===== src/rtl/wb_host_pkg.sv =====
// Shared definitions for the Wishbone host initiator.
// Contents:
//   state_t         - controller states (IDLE, BUS, RESP)
//   TIMEOUT_DEFAULT - default number of bus cycles to wait for ack
//   RSP_ERR_DATA    - read-data value returned with writes and timeouts
package wb_host_pkg;

  typedef enum logic [1:0] {
    IDLE = 2'd0,
    BUS  = 2'd1,
    RESP = 2'd2
  } state_t;

  localparam int TIMEOUT_DEFAULT = 255;
  localparam int RSP_ERR_DATA    = 0;

endpackage


===== src/rtl/wb_host_master.sv =====
// Single-outstanding Wishbone classic-cycle initiator.
// A request taken on the valid/ready command port becomes one Wishbone
// cycle; its result (read data, or a timeout error) is returned on the
// valid/ready response port. Only one transaction is in flight at a time.
// Ports:
//   wb_clk_i, wb_rst_i          - clock, async active-high reset
//   req_valid/req_ready         - command handshake
//   req_we/adr/dat/sel          - command fields
//   rsp_valid/rsp_ready         - response handshake
//   rsp_dat/rsp_err             - read data (0 for writes/errors), timeout flag
//   m_wb_*                      - Wishbone master port
module wb_host_master
  import wb_host_pkg::*;
#(
  parameter int AW      = 32,
  parameter int DW      = 32,
  parameter int TIMEOUT = TIMEOUT_DEFAULT
) (
  input  logic            wb_clk_i,
  input  logic            wb_rst_i,
  input  logic            req_valid,
  output logic            req_ready,
  input  logic            req_we,
  input  logic [AW-1:0]   req_adr,
  input  logic [DW-1:0]   req_dat,
  input  logic [DW/8-1:0] req_sel,
  output logic            rsp_valid,
  input  logic            rsp_ready,
  output logic [DW-1:0]   rsp_dat,
  output logic            rsp_err,
  output logic            m_wb_cyc_o,
  output logic            m_wb_stb_o,
  output logic            m_wb_we_o,
  output logic [AW-1:0]   m_wb_adr_o,
  output logic [DW-1:0]   m_wb_dat_o,
  output logic [DW/8-1:0] m_wb_sel_o,
  input  logic [DW-1:0]   m_wb_dat_i,
  input  logic            m_wb_ack_i
);

  localparam int SW = DW / 8;
  localparam int CW = $clog2(TIMEOUT + 1);
  localparam logic [CW-1:0] CNT_LAST = CW'(TIMEOUT - 1);
  localparam logic [CW-1:0] CNT_MAX  = {CW{1'b1}};

  state_t          state_reg, state_next;
  logic [CW-1:0]   cnt_reg;
  logic            we_reg;
  logic [AW-1:0]   adr_reg;
  logic [DW-1:0]   dat_reg;
  logic [SW-1:0]   sel_reg;
  logic [DW-1:0]   rsp_dat_reg;
  logic            rsp_err_reg;

  logic            req_fire;
  logic            ack_hit;
  logic            tmo_hit;

  assign req_fire = (state_reg == IDLE) && req_valid;
  assign ack_hit  = (state_reg == BUS) && m_wb_ack_i;
  // Ack in the final allowed cycle takes priority over the timeout.
  assign tmo_hit  = (state_reg == BUS) && !m_wb_ack_i && (cnt_reg == CNT_LAST);

  always_ff @(posedge wb_clk_i or posedge wb_rst_i) begin
    if (wb_rst_i) begin
      state_reg <= IDLE;
    end else begin
      state_reg <= state_next;
    end
  end

  always_comb begin
    state_next = state_reg;
    case (state_reg)
      IDLE:    if (req_valid) state_next = BUS;
      BUS:     if (ack_hit || tmo_hit) state_next = RESP;
      RESP:    if (rsp_ready) state_next = IDLE;
      default: state_next = IDLE;
    endcase
  end

  always_ff @(posedge wb_clk_i or posedge wb_rst_i) begin
    if (wb_rst_i) begin
      cnt_reg     <= '0;
      we_reg      <= 1'b0;
      adr_reg     <= '0;
      dat_reg     <= '0;
      sel_reg     <= '0;
      rsp_dat_reg <= '0;
      rsp_err_reg <= 1'b0;
    end else begin
      if (req_fire) begin
        we_reg  <= req_we;
        adr_reg <= req_adr;
        dat_reg <= req_dat;
        sel_reg <= req_sel;
        cnt_reg <= '0;
      end
      if (ack_hit) begin
        rsp_dat_reg <= we_reg ? DW'(RSP_ERR_DATA) : m_wb_dat_i;
        rsp_err_reg <= 1'b0;
      end else if (tmo_hit) begin
        rsp_dat_reg <= DW'(RSP_ERR_DATA);
        rsp_err_reg <= 1'b1;
      end else if ((state_reg == BUS) && (cnt_reg != CNT_MAX)) begin
        // Saturating: the counter never wraps back into a valid window.
        cnt_reg <= cnt_reg + 1'b1;
      end
    end
  end

  // Handshake and strobe decode straight from the state flops, so they
  // drop asynchronously with reset.
  assign req_ready  = (state_reg == IDLE);
  assign rsp_valid  = (state_reg == RESP);
  assign m_wb_cyc_o = (state_reg == BUS);
  assign m_wb_stb_o = (state_reg == BUS);
  assign m_wb_we_o  = we_reg;
  assign m_wb_adr_o = adr_reg;
  assign m_wb_dat_o = dat_reg;
  assign m_wb_sel_o = sel_reg;
  assign rsp_dat    = rsp_dat_reg;
  assign rsp_err    = rsp_err_reg;

endmodule


===== config.mk =====
export PLATFORM = sky130hd
export DESIGN_NAME = wb_host_master
export DESIGN_NICKNAME = d
export VERILOG_FILES = /design/src/rtl/wb_host_pkg.sv /design/src/rtl/wb_host_master.sv
export SDC_FILE = /design/constraint.sdc
export NUM_CORES = 1
export LEC_CHECK = 0
export ABC_AREA = 0
export BUFFER_PORTS_ARGS = -buffer_cell sky130_fd_sc_hd__buf_2
export CAP_MARGIN = 5
export CELL_PAD_IN_SITES_DETAIL_PLACEMENT = 1
export CELL_PAD_IN_SITES_GLOBAL_PLACEMENT = 2
export CORE_MARGIN = 8
export CORE_UTILIZATION = 23
export CTS_CLUSTER_SIZE = 20
export DETAILED_ROUTE_END_ITERATION = 7
export PLACE_DENSITY_LB_ADDON = 0.2
export SLEW_MARGIN = 20
export SYNTH_ARGS = -nofsm -noshare
export SYNTH_HDL_FRONTEND = slang
export SYNTH_SLANG_ARGS = --single-unit

===== constraint.sdc =====
create_clock -name wb_clk_i -period 4.5 [get_ports wb_clk_i]
set_input_delay 1.35 -clock wb_clk_i [delete_from_list [all_inputs] [get_ports wb_clk_i]]
set_output_delay 1.35 -clock wb_clk_i [all_outputs]
set_load 0.02 [all_outputs]

# Word level (Yosys, flattened, before mapping)
# Cells that the tools add are included.
[totals] regBits=112 in_bits=106 output_inout_bits=106
[op_classes] addsub=1 eq_ne=7 mux=13 reduce_logical=10
[ops] op="32-bit two-way mux" n=3
[ops] op="8-bit two-way mux" n=4
[ops] op="8-bit by 1-bit adder with 8-bit output (second input constant)" n=1
[ops] op="8-bit equality test (second input constant)" n=1
[ops] op="8-bit != test (second input constant)" n=1
[ops] op="2-bit two-way mux" n=3
[ops] op="2-bit one-hot mux with 3 select lines" n=1
[ops] op="1-bit logical AND" n=5
[ops] op="2-bit by 1-bit != test with 1-bit output (second input constant)" n=2
[ops] op="3-bit AND reduction" n=1
[ops] op="2-bit by 1-bit equality test with 1-bit output (second input constant)" n=1
[ops] op="2-bit equality test (second input constant)" n=1
[ops] op="2-bit zero test" n=1
[ops] op="1-bit two-way mux" n=2
[ops] op="2-bit != test (second input constant)" n=1
[ops] op="2-bit nonzero test" n=1
[ops] op="1-bit zero test" n=1
[ops] op="1-bit logical OR" n=1

# Longest topological paths before layout
# Gate-level depths: netlist of the first run.
[logic_depth] depth_word=6 ltp_mapped=7

# Least setup slack after synthesis of the first run
# OpenSTA, ideal clock, no wires.
[synth_timing] kind="input to register" startpoint="in m_wb_ack_i" endpoint="reg cnt_reg[4]" t_arrival_ns=2.469 required_ns=4.434 path_slack_ns=1.965 cell_stages=4 n_path_buf=0 cell_sequence="or3b_1 o21bai_4 or4_1 nand2_1"
[synth_via] elab_chain_len=5 word_cells_on_any_way=6 cone_classes="2 x mux; 4 x reduce/logical"
[synth_rtl] element="start: declaration" line_no="wb_host_master.sv:38" rtl="input logic m_wb_ack_i"
[synth_rtl] element="1-bit zero test" line_no="wb_host_master.sv:62" rtl="assign tmo_hit = (state_reg == BUS) && !m_wb_ack_i && (cnt_reg == CNT_LAST);"
[synth_rtl] element="1-bit logical AND (2 in series)" line_no="wb_host_master.sv:62"
[synth_rtl] element="8-bit two-way mux" line_no="wb_host_master.sv:102" rtl="end else if (tmo_hit) begin"
[synth_rtl] element="8-bit two-way mux *" line_no="wb_host_master.sv:99" rtl="if (ack_hit) begin"
[synth_rtl] element="end signal: assignment" line_no="wb_host_master.sv:107" rtl="cnt_reg <= cnt_reg + 1'b1;"
[synth_rtl] element="end: declaration" line_no="wb_host_master.sv:47" rtl="logic [CW-1:0] cnt_reg;"
# Mark *: on every way between the ends. The rest lies on a longest branch, timed or not.
# A chain may end at the register's enable or synchronous reset.

# Worst setup path in the final report of the first run
[layout_timing] startpoint="reg state_reg[1]" endpoint="out m_wb_cyc_o"
[layout_via] elab_chain_len=1
[layout_rtl] element="start: declaration" line_no="wb_host_master.sv:46" rtl="state_t state_reg, state_next;"
[layout_rtl] element="start signal: assignment" line_no="wb_host_master.sv:68" rtl="state_reg <= state_next;"
[layout_rtl] element="2-bit by 1-bit equality test with 1-bit output" line_no="wb_host_master.sv:116" rtl="assign m_wb_cyc_o = (state_reg == BUS);"
[layout_rtl] element="end: declaration" line_no="wb_host_master.sv:31" rtl="output logic m_wb_cyc_o,"
# No other way between the ends.

==> run metrics, run 1 <==
met2 Use GR=19.6%; Power Dens Cells=between 700 and 800 mW/mm²; mux share of post-synthesis cell area=0.232%; HPWL Detailed=10.5 mm; Post-Syn Area=0.00431 mm²; final hold vios=0; I/O Buffers=211; setup TNS=0 ns; via count=around 3800; met3 Use GR=5.07%; Post-CTS Hold Fix Bufs=0; Adder-Cell Fraction of Synth Area=0.581%; #FFs+latches synth=112; Max Cap Viol=0; largest net degree at the start of global routing=58; Post-CTS Setup Bufs=0; Sw Ratio=44.0%; Setup crit start kind=register; Worst R2R Start=cnt_reg[0]; Slew Viols, Final=0; FP Rows=50; met1 Resource Use GR=approximately 15%; Crit Path Max Fanout=6; CTS tree=done; Internal Power=0.00250 W; post-route insts no fill=872; Sequential Power Share=38.4%; unrepaired setup endpoints after global routing=no; WL final=14.2 mm; Tmin final=around 2.8 ns; number of vias per cell=4.31; crit path kind=reg -> out; DR pass1 iterations=4; largest family of logic cells by synthesized area=simple AND/OR/NAND/NOR gates; Simple-Gate Fraction of Synth Area=21.6%; Gate power share=43.8%; HP Class=reg -> reg; share of layout cells above drive strength 1=37.5%; status=completed; critical path arrival=around 1.4 ns; ANT cells=0; Slew @ Worst Pin=between 0.7 and 0.8 ns; max_slew headroom=50.1%; IO Pins=212; total track usage=between 10% and 20%; Reg2Reg Capture Point=rsp_dat[8]; Num CTS Buffers=9; Max H-tree Level=3; CP required=3.15 ns; Resize count post-CTS=0; Reg2Reg Depth=7; hold path start=m_wb_adr_o[31]; hold path cells=2; Seq/Total Area, Yosys=roughly two thirds; period utilisation layout=61.2%; Setup Skew=~0.0095 ns; Yosys cell types=30; synth warn=0; net switching power=0.00196 W; Leakage=3.32 nW; Avg WL per Cell=16.3 µm; vias in the first global route=4159; # setup viols final=0; placed instance count=856; Clock power frac=17.8%; Clock Sinks=~110; FMAX=363 MHz; global route overflow=0; die width=about 150 µm; Worst-Skew Late Latency=0.35 ns; DRT antenna net count=0; Die H=approximately 150 µm; area grow syn2layout=37.0%; net count after synthesis=538; Initial Util=a little under a quarter; Post-Synth XOR/XNOR Area=0%; Setup crit end kind=output pin; Gate Count Post-Synth=430; CTS max path bufs=2; fin nets=741; worst vdd ir=0.218 mV; Synth Area in Compound Gates=9.61%; Core Region=0.0185 mm²; global-route wire length before repair=23.4 mm; CTS Root Cell=clkbuf_16; drc violations=0; grt peak-use layer=met2; synthesized area per cell=between 10 and 15 µm²; routability cong.=0.728; reg-to-reg setup timing slack=around 2.6 ns; initial antenna violation count=1; Worst Hold End=m_wb_adr_o[31]; Die Footprint=approximately 0.023 mm²; CTS clock-pin slew for the worst setup and hold paths=0.08 ns; Starting DRT DRC Count=94
worst max-delay path, cell delays in order, from the launching register on:
cell	delay, ns
dfrtp_1	0.42
nor2b_1	0.38
buf_2	0.25
cells by family after synthesis:
family / Yosys count
AOI/OAI and AO/OA: 51
DFF: 112
buffers and inverters: 28
adders and majority gates: 2
muxes: 1
and+or+nand+nor: 236
worst max-delay path by stage:
stage / start / endpoint / cells after the start
after global placement: req_valid / state_reg[0] / 4
final: state_reg[1] / m_wb_cyc_o / 2
after CTS: state_reg[1] / m_wb_stb_o / 2
after global routing: state_reg[1] / m_wb_cyc_o / 2
after detailed placement: req_valid / state_reg[0] / 4
after floorplan: wb_rst_i / cnt_reg[0] / 1
cells in the final DEF (no fill, tap or decap), types with 2 or more instances in the layout:
master	count
nor3_1	2
o21ai_0	6
clkinvlp_4	4
nand3_1	7
inv_8	2
nand2_1	211
buf_2	211
a211o_1	2
a22o_1	32
inv_1	3
a21oi_1	3
clkbuf_16	9
ha_1	2
nor2_1	4
nand2b_1	2
a21o_1	2
buf_4	4
o211ai_1	2
dfrtp_1	112
area by class of cell:
type / count / area [µm²]
Fill cell: 2192 / 12600
Sequential cell: 112 / 2800
Multi-Input combinational cell: 290 / 1400
Timing Repair Buffer: 216 / 1110
Tap cell: 234 / 293
Clock buffer: 9 / 225
Clock inverter: 7 / 61.3
Inverter: 4 / 17.5
stage by stage:
stage | hold slack (ns) | util (%) | instance area [µm²] | total power [W] | setup WS, ns
after detailed placement | 0.457 | 30.3 | 5620 | 0.00375 | 1.60
after CTS | 0.477 | 31.9 | 5900 | 0.00458 | 1.72
after floorplan | 0.503 | - | 4310 | 0.00295 | 0.191
after global placement | 0.454 | 30.3 | 5610 | 0.00370 | 1.62
final | 0.469 | 31.9 | 5900 | 0.00446 | 1.75
after global routing | 0.490 | 31.9 | 5900 | 0.00483 | 1.66
synth_stat cells:
| cell type | count | area [µm²] |
|---|---|---|
| nor4_1 | 1 | 6.26 |
| nand2_1 | 212 | 796 |
| or4_1 | 1 | 7.51 |
| o21bai_4 | 1 | 18.8 |
| a211o_1 | 2 | 17.5 |
| dfrtp_1 | 112 | 2800 |
| o21ai_0 | 6 | 30.0 |
| nand4_2 | 1 | 12.5 |
| buf_6 | 1 | 11.3 |
| and2_1 | 2 | 12.5 |
| a22o_1 | 32 | 280 |
| nor2_1 | 5 | 18.8 |
| nand2b_1 | 2 | 12.5 |
| o211ai_1 | 2 | 15.0 |
| mux2i_1 | 1 | 10.0 |
| nand3_1 | 7 | 35.0 |
| a21oi_1 | 3 | 15.0 |
| clkbuf_1 | 15 | 56.3 |
| inv_1 | 4 | 15.0 |
| nor2b_1 | 1 | 6.26 |
| buf_2 | 7 | 35.0 |
| buf_4 | 1 | 7.51 |
| o41ai_1 | 1 | 8.76 |
| o21ai_1 | 1 | 5.00 |
| or3b_1 | 1 | 8.76 |
| or3_1 | 1 | 6.26 |
| o311ai_0 | 1 | 8.76 |
| nor3_1 | 2 | 10.0 |
| ha_1 | 2 | 25.0 |
| a21o_1 | 2 | 15.0 |
layer usage:
layer	vias to the layer above	wire, µm
li1	1792	-
met1	1802	6330
met2	145	6380
met3	13	1330
met4	2	165
met5	-	9
power groups by stage:
stage	combinational (W)	clock [W]	sequential (W)
after floorplan	0.000691	0	0.00226
after global placement	0.00197	0	0.00173
after detailed placement	0.00201	0	0.00174
after CTS	0.00201	0.000839	0.00172
after global routing	0.00217	0.000872	0.00178
final	0.00196	0.000792	0.00171
Note: power is estimated with default switching activity, not from simulation.
==> run 2: changes to the inputs <==
clock period = 2.5 ns   (was 4.5 ns; I/O delays follow)
==> run 2 against run 1 <==
Compared with the run above:
- highest routed layer is now met4
- via count is 1.1% higher
- register-to-register slack worse by 1.9 ns
- clock power is 82% higher
- worst hold slack better by 0.0058 ns
- sequential cell count stayed put
- sequential share of layout area is 0.27 points lower
- power is 81% higher
==> run metrics, run 2 (synthesized netlist as in run 1, its figures left out) <==
placed instance count=859; period utilisation layout=a little under nine tenths; post-route insts no fill=about 880; Clock Sinks=112; via count=3797; unrepaired setup endpoints after global routing=no; HP Class=reg -> reg; Setup Skew=0.0131 ns; net switching power=0.00354 W; fin nets=between 700 and 800; I/O Buffers=211; Internal Power=0.00454 W; die width=around 150 µm; crit path kind=reg -> out; CTS max path bufs=2; Initial Util=23.3%; setup TNS=0 ns; final hold vios=0; global route overflow=0; worst vdd ir=0.405 mV; Resize count post-CTS=0; Core Region=roughly 0.019 mm²; FMAX=465 MHz; DRT antenna net count=0; setup ws final=0.351 ns; max_slew headroom=57.8%; drc violations=0; CTS Root Cell=clkbuf_16; routability cong.=0.707; Starting DRT DRC Count=110; vias in the first global route=4329; Post-CTS Hold Fix Bufs=0; commonest cells after routing, fill and taps aside=211 x nand2_1, 211 x buf_2, 112 x dfrtp_1, 32 x a22o_1, 9 x clkbuf_16; Max H-tree Level=3; CTS tree=done; largest net degree at the start of global routing=113; WL final=14.1 mm; Slew Viols, Final=0; Setup crit start kind=register; FP Rows=50; Sequential Power Share=38.0%; # setup viols final=0; global-route wire length before repair=between 20 and 25 mm; Leakage=~3.3 nW; Tmin final=roughly 2.1 ns; pre-CTS setup slack=0.289 ns; ANT cells=0; Sw Ratio=a little over two fifths; CP required=~1.8 ns; hold_ws=0.475 ns; status=completed; Setup crit end kind=output pin; DR pass1 iterations=4; Gate power share=44.2%; Slew @ Worst Pin=0.633 ns; Post-CTS Setup Bufs=0; share of layout cells above drive strength 1=37.8%; Die H=153 µm; CTS clock-pin slew for the worst setup and hold paths=0.08 ns; Crit Path Max Fanout=6; Worst-Skew Late Latency=0.36 ns; initial antenna violation count=0; area grow syn2layout=37.7%; Max Cap Viol=0; Die Footprint=roughly 0.023 mm²; Core Util, Final=32.1%; critical path arrival=1.40 ns; Avg WL per Cell=between 15 and 20 µm; Clock power frac=17.9%; HPWL Detailed=10.1 mm; Num CTS Buffers=9; Power Dens Cells=1360 mW/mm²; IO Pins=between 200 and 250; number of vias per cell=approximately 4.3; total track usage=12.4%
-- run 2: changes by cell type in the layout (fill, tap and decap cells not counted) --
cell,previous run,this run
buf_4,4,6
inv_4,1,0
buf_12,1,2
nor2_2,0,1
clkinv_4,0,2
nor2_4,1,0
clkinvlp_4,4,3
-- run 2: stage by stage --
| step | power [W] | cell area [µm²] |
|---|---|---|
| floorplan | 0.00531 | 4310 |
| detailed placement | 0.00677 | 5650 |
| global placement | 0.00669 | 5650 |
| CTS | 0.00829 | 5940 |
| global route | 0.00872 | 5940 |
| finish | 0.00808 | 5940 |
-- run 2: worst max-delay path, cell delays in order, from the launching register on --
cell     delay, ns
dfrtp_1       0.41
nor2b_1       0.38
buf_2         0.26
-- run 2: final cells by class --
type | instances | area [µm²]
clock buffer | 9 | 225
clock inverter | 7 | 63.8
fill | 2194 | 12600
inverter | 4 | 18.8
multi-input combinational | 290 | 1390
sequential | 112 | 2800
tap | 234 | 293
timing repair buffer | 219 | 1140
-- run 2: per-layer routing --
metal	wire [µm]	GRT usage, %	part of all wire (%)
met1	6480	15.3	46
met2	6030	19.2	43
met3	1410	5.13	10
met4	161	3.96	1.1
met5	0	0	0
-- run 2: final timing paths --
kind                                       to  cells past startpoint     startpoint  slack [ns]
max in group asynchronous          rsp_dat[8]                      3       wb_rst_i        1.45
min in group asynchronous       m_wb_adr_o[5]                      3       wb_rst_i        0.57
worst max-delay path               m_wb_cyc_o                      2   state_reg[1]        0.35
worst min register to register  m_wb_dat_o[0]                      2  m_wb_dat_o[0]        0.47
worst max register to register     cnt_reg[5]                      6     cnt_reg[0]        0.68
worst min-delay path            m_wb_dat_o[0]                      2  m_wb_dat_o[0]        0.47
-- run 2: power groups by stage --
stage	Sequential, W	Combinational, W	Clock (W)
final	0.00307	0.00357	0.00144
after CTS	0.00308	0.00368	0.00152
after global routing	0.00318	0.00395	0.00158
after detailed placement	0.00311	0.00367	0
after global placement	0.00308	0.00361	0
after floorplan	0.00406	0.00124	0
==> run 3: changes to the inputs <==
--- a/config.mk
+++ b/config.mk
@@ -11,4 +11,5 @@
 export CELL_PAD_IN_SITES_DETAIL_PLACEMENT = 1
 export CELL_PAD_IN_SITES_GLOBAL_PLACEMENT = 2
+export CORE_ASPECT_RATIO = 1.75
 export CORE_MARGIN = 8
 export CORE_UTILIZATION = 23
@@ -16,4 +17,5 @@
 export DETAILED_ROUTE_END_ITERATION = 7
 export PLACE_DENSITY_LB_ADDON = 0.2
+export REMOVE_ABC_BUFFERS = 1
 export SLEW_MARGIN = 20
 export SYNTH_ARGS = -nofsm -noshare
==> constraint.sdc (replaced) <==
create_clock -name wb_clk_i -period 2.5 [get_ports wb_clk_i]
set_input_delay 0.5 -clock wb_clk_i [delete_from_list [all_inputs] [get_ports wb_clk_i]]
set_output_delay 0.5 -clock wb_clk_i [all_outputs]
set_load 0.02 [all_outputs]
==> run 3 against run 2 <==
Compared with the run above:
- power increased by 0.53%
- critical path depth unchanged
- fmax increased by 14%
- largest power group unchanged
- worst hold slack got worse by 0.45 ns
- worst setup slack improved by 0.27 ns
- sequential power about the same
==> run metrics, run 3 (synthesized netlist as in run 1, its figures left out) <==
status=completed; # setup viols final=0; HPWL Detailed=~11 mm; ANT cells=0; reg-to-reg setup timing slack=0.68 ns; share of layout cells above drive strength 1=between 30% and 40%; via count=3752; total track usage=12.8%; DRT antenna net count=0; routability cong.=slightly below 0.7; global-route wire length before repair=~24 mm; Resize count post-CTS=0; commonest cells after routing, fill and taps aside=211 x nand2_1, 211 x buf_2, 112 x dfrtp_1, 32 x a22o_1, 9 x clkbuf_16; Crit Path Max Fanout=6; Worst-Skew Late Latency=0.35 ns; WL final=14.9 mm; IO Pins=212; period utilisation layout=between 70% and 80%; post-route insts no fill=877; Slew @ Worst Pin=slightly above 0.5 ns; Setup crit end kind=output pin; Post-CTS Hold Fix Bufs=0; drc violations=0; placed instance count=861; Avg WL per Cell=17.0 µm; Tmin final=between 1.5 and 2 ns; Post-CTS Setup Bufs=0; Reg2Reg Capture Point=cnt_reg[4]; I/O Buffers=211; FP Rows=66; Sw Ratio=43.0%; Initial Util=a little under a quarter; FMAX=531 MHz; Critical Path Start=state_reg[1]; CTS clock-pin slew for the worst setup and hold paths=0.08 ns; HP Class=in -> async; Power Dens Cells=1370 mW/mm²; total chip power=0.00812 W; Die H=just under 200 µm; CTS Root Cell=clkbuf_16; Clock power frac=18.2%; Starting DRT DRC Count=129; Max H-tree Level=3; Die Footprint=0.0235 mm²; CTS tree=done; Core Region=~0.018 mm²; largest net degree at the start of global routing=70; Setup crit start kind=register; global route overflow=0; number of vias per cell=between 4 and 5; Internal Power=0.00463 W; worst vdd ir=0.471 mV; CTS max path bufs=2; Leakage=approximately 3.4 nW; critical path arrival=1.38 ns; Reg2Reg Depth=6; Num CTS Buffers=9; Worst R2R Start=cnt_reg[0]; Clock Sinks=around 110; max_slew headroom=65.8%; post-placement cell area=around 0.0056 mm²; Gate power share=43.9%; net switching power=0.00349 W; Fillers=2245; vias in the first global route=around 4200; Setup Skew=between 0.007 and 0.008 ns; Core Util, Final=32.1%; unrepaired setup endpoints after global routing=no; crit path kind=reg -> out; Final Cell Area=0.00595 mm²; Sequential Power Share=between 30% and 40%; crit path to=m_wb_stb_o; CP required=2.00 ns; die width=119 µm; Max Cap Viol=0; final hold vios=0; area grow syn2layout=38.0%; DR pass1 iterations=4; Slew Viols, Final=0; setup TNS=0 ns; initial antenna violation count=0; fin nets=approximately 740
==> run 3: stage by stage <==
stage	hold slack (ns)	setup WS (ns)
2_1_floorplan	0.503	-0.959
3_3_place_gp	0.391	0.554
3_5_place_dp	0.399	0.535
4_1_cts	0.0110	0.573
5_1_grt	0.0101	0.510
6_report	0.0204	0.618
==> run 3: how the worst min path moves through the flow <==
stage	from	to	slack, ns
2_1_floorplan	cnt_reg[7]	cnt_reg[7]	0.50
4_1_cts	wb_rst_i	m_wb_adr_o[27]	0.01
3_3_place_gp	wb_rst_i	m_wb_adr_o[15]	0.39
3_5_place_dp	wb_rst_i	m_wb_adr_o[27]	0.40
5_1_grt	wb_rst_i	m_wb_adr_o[15]	0.01
6_report	wb_rst_i	m_wb_adr_o[27]	0.02
==> run 3: layout make-up <==
| class | count | area [µm²] | area share, % |
|---|---|---|---|
| Tap cell | 238 | 298 | 5.01 |
| Multi-Input combinational cell | 290 | 1390 | 23.4 |
| Timing Repair Buffer | 217 | 1140 | 19.1 |
| Inverter | 4 | 17.5 | 0.295 |
| Clock inverter | 6 | 58.8 | 0.989 |
| Sequential cell | 112 | 2800 | 47.1 |
| Clock buffer | 10 | 239 | 4.02 |
==> run 3: per-layer routing <==
layer | GRT usage (%) | part of all wire (%) | wire length, µm | vias to the layer above
li1 | - | - | - | 1793
met1 | 12.6 | 35 | 5190 | 1846
met2 | 24.6 | 58 | 8650 | 102
met3 | 3.52 | 5.5 | 815 | 11
met4 | 4.74 | 1.5 | 220 | 0
met5 | 0 | 0 | 0 | -
==> run 3: worst max-delay path: stages, from the launching register on <==
cell	delay, ns
dfrtp_1	0.41
nor2b_1	0.37
buf_2	0.25
==> run 3: power by group through the flow <==
stage | combinational, W | clock (W) | sequential [W]
global route | 0.00395 | 0.00160 | 0.00321
detailed placement | 0.00370 | 0 | 0.00312
finish | 0.00357 | 0.00148 | 0.00308
floorplan | 0.00117 | 0 | 0.00406
CTS | 0.00370 | 0.00154 | 0.00310
global placement | 0.00361 | 0 | 0.00310
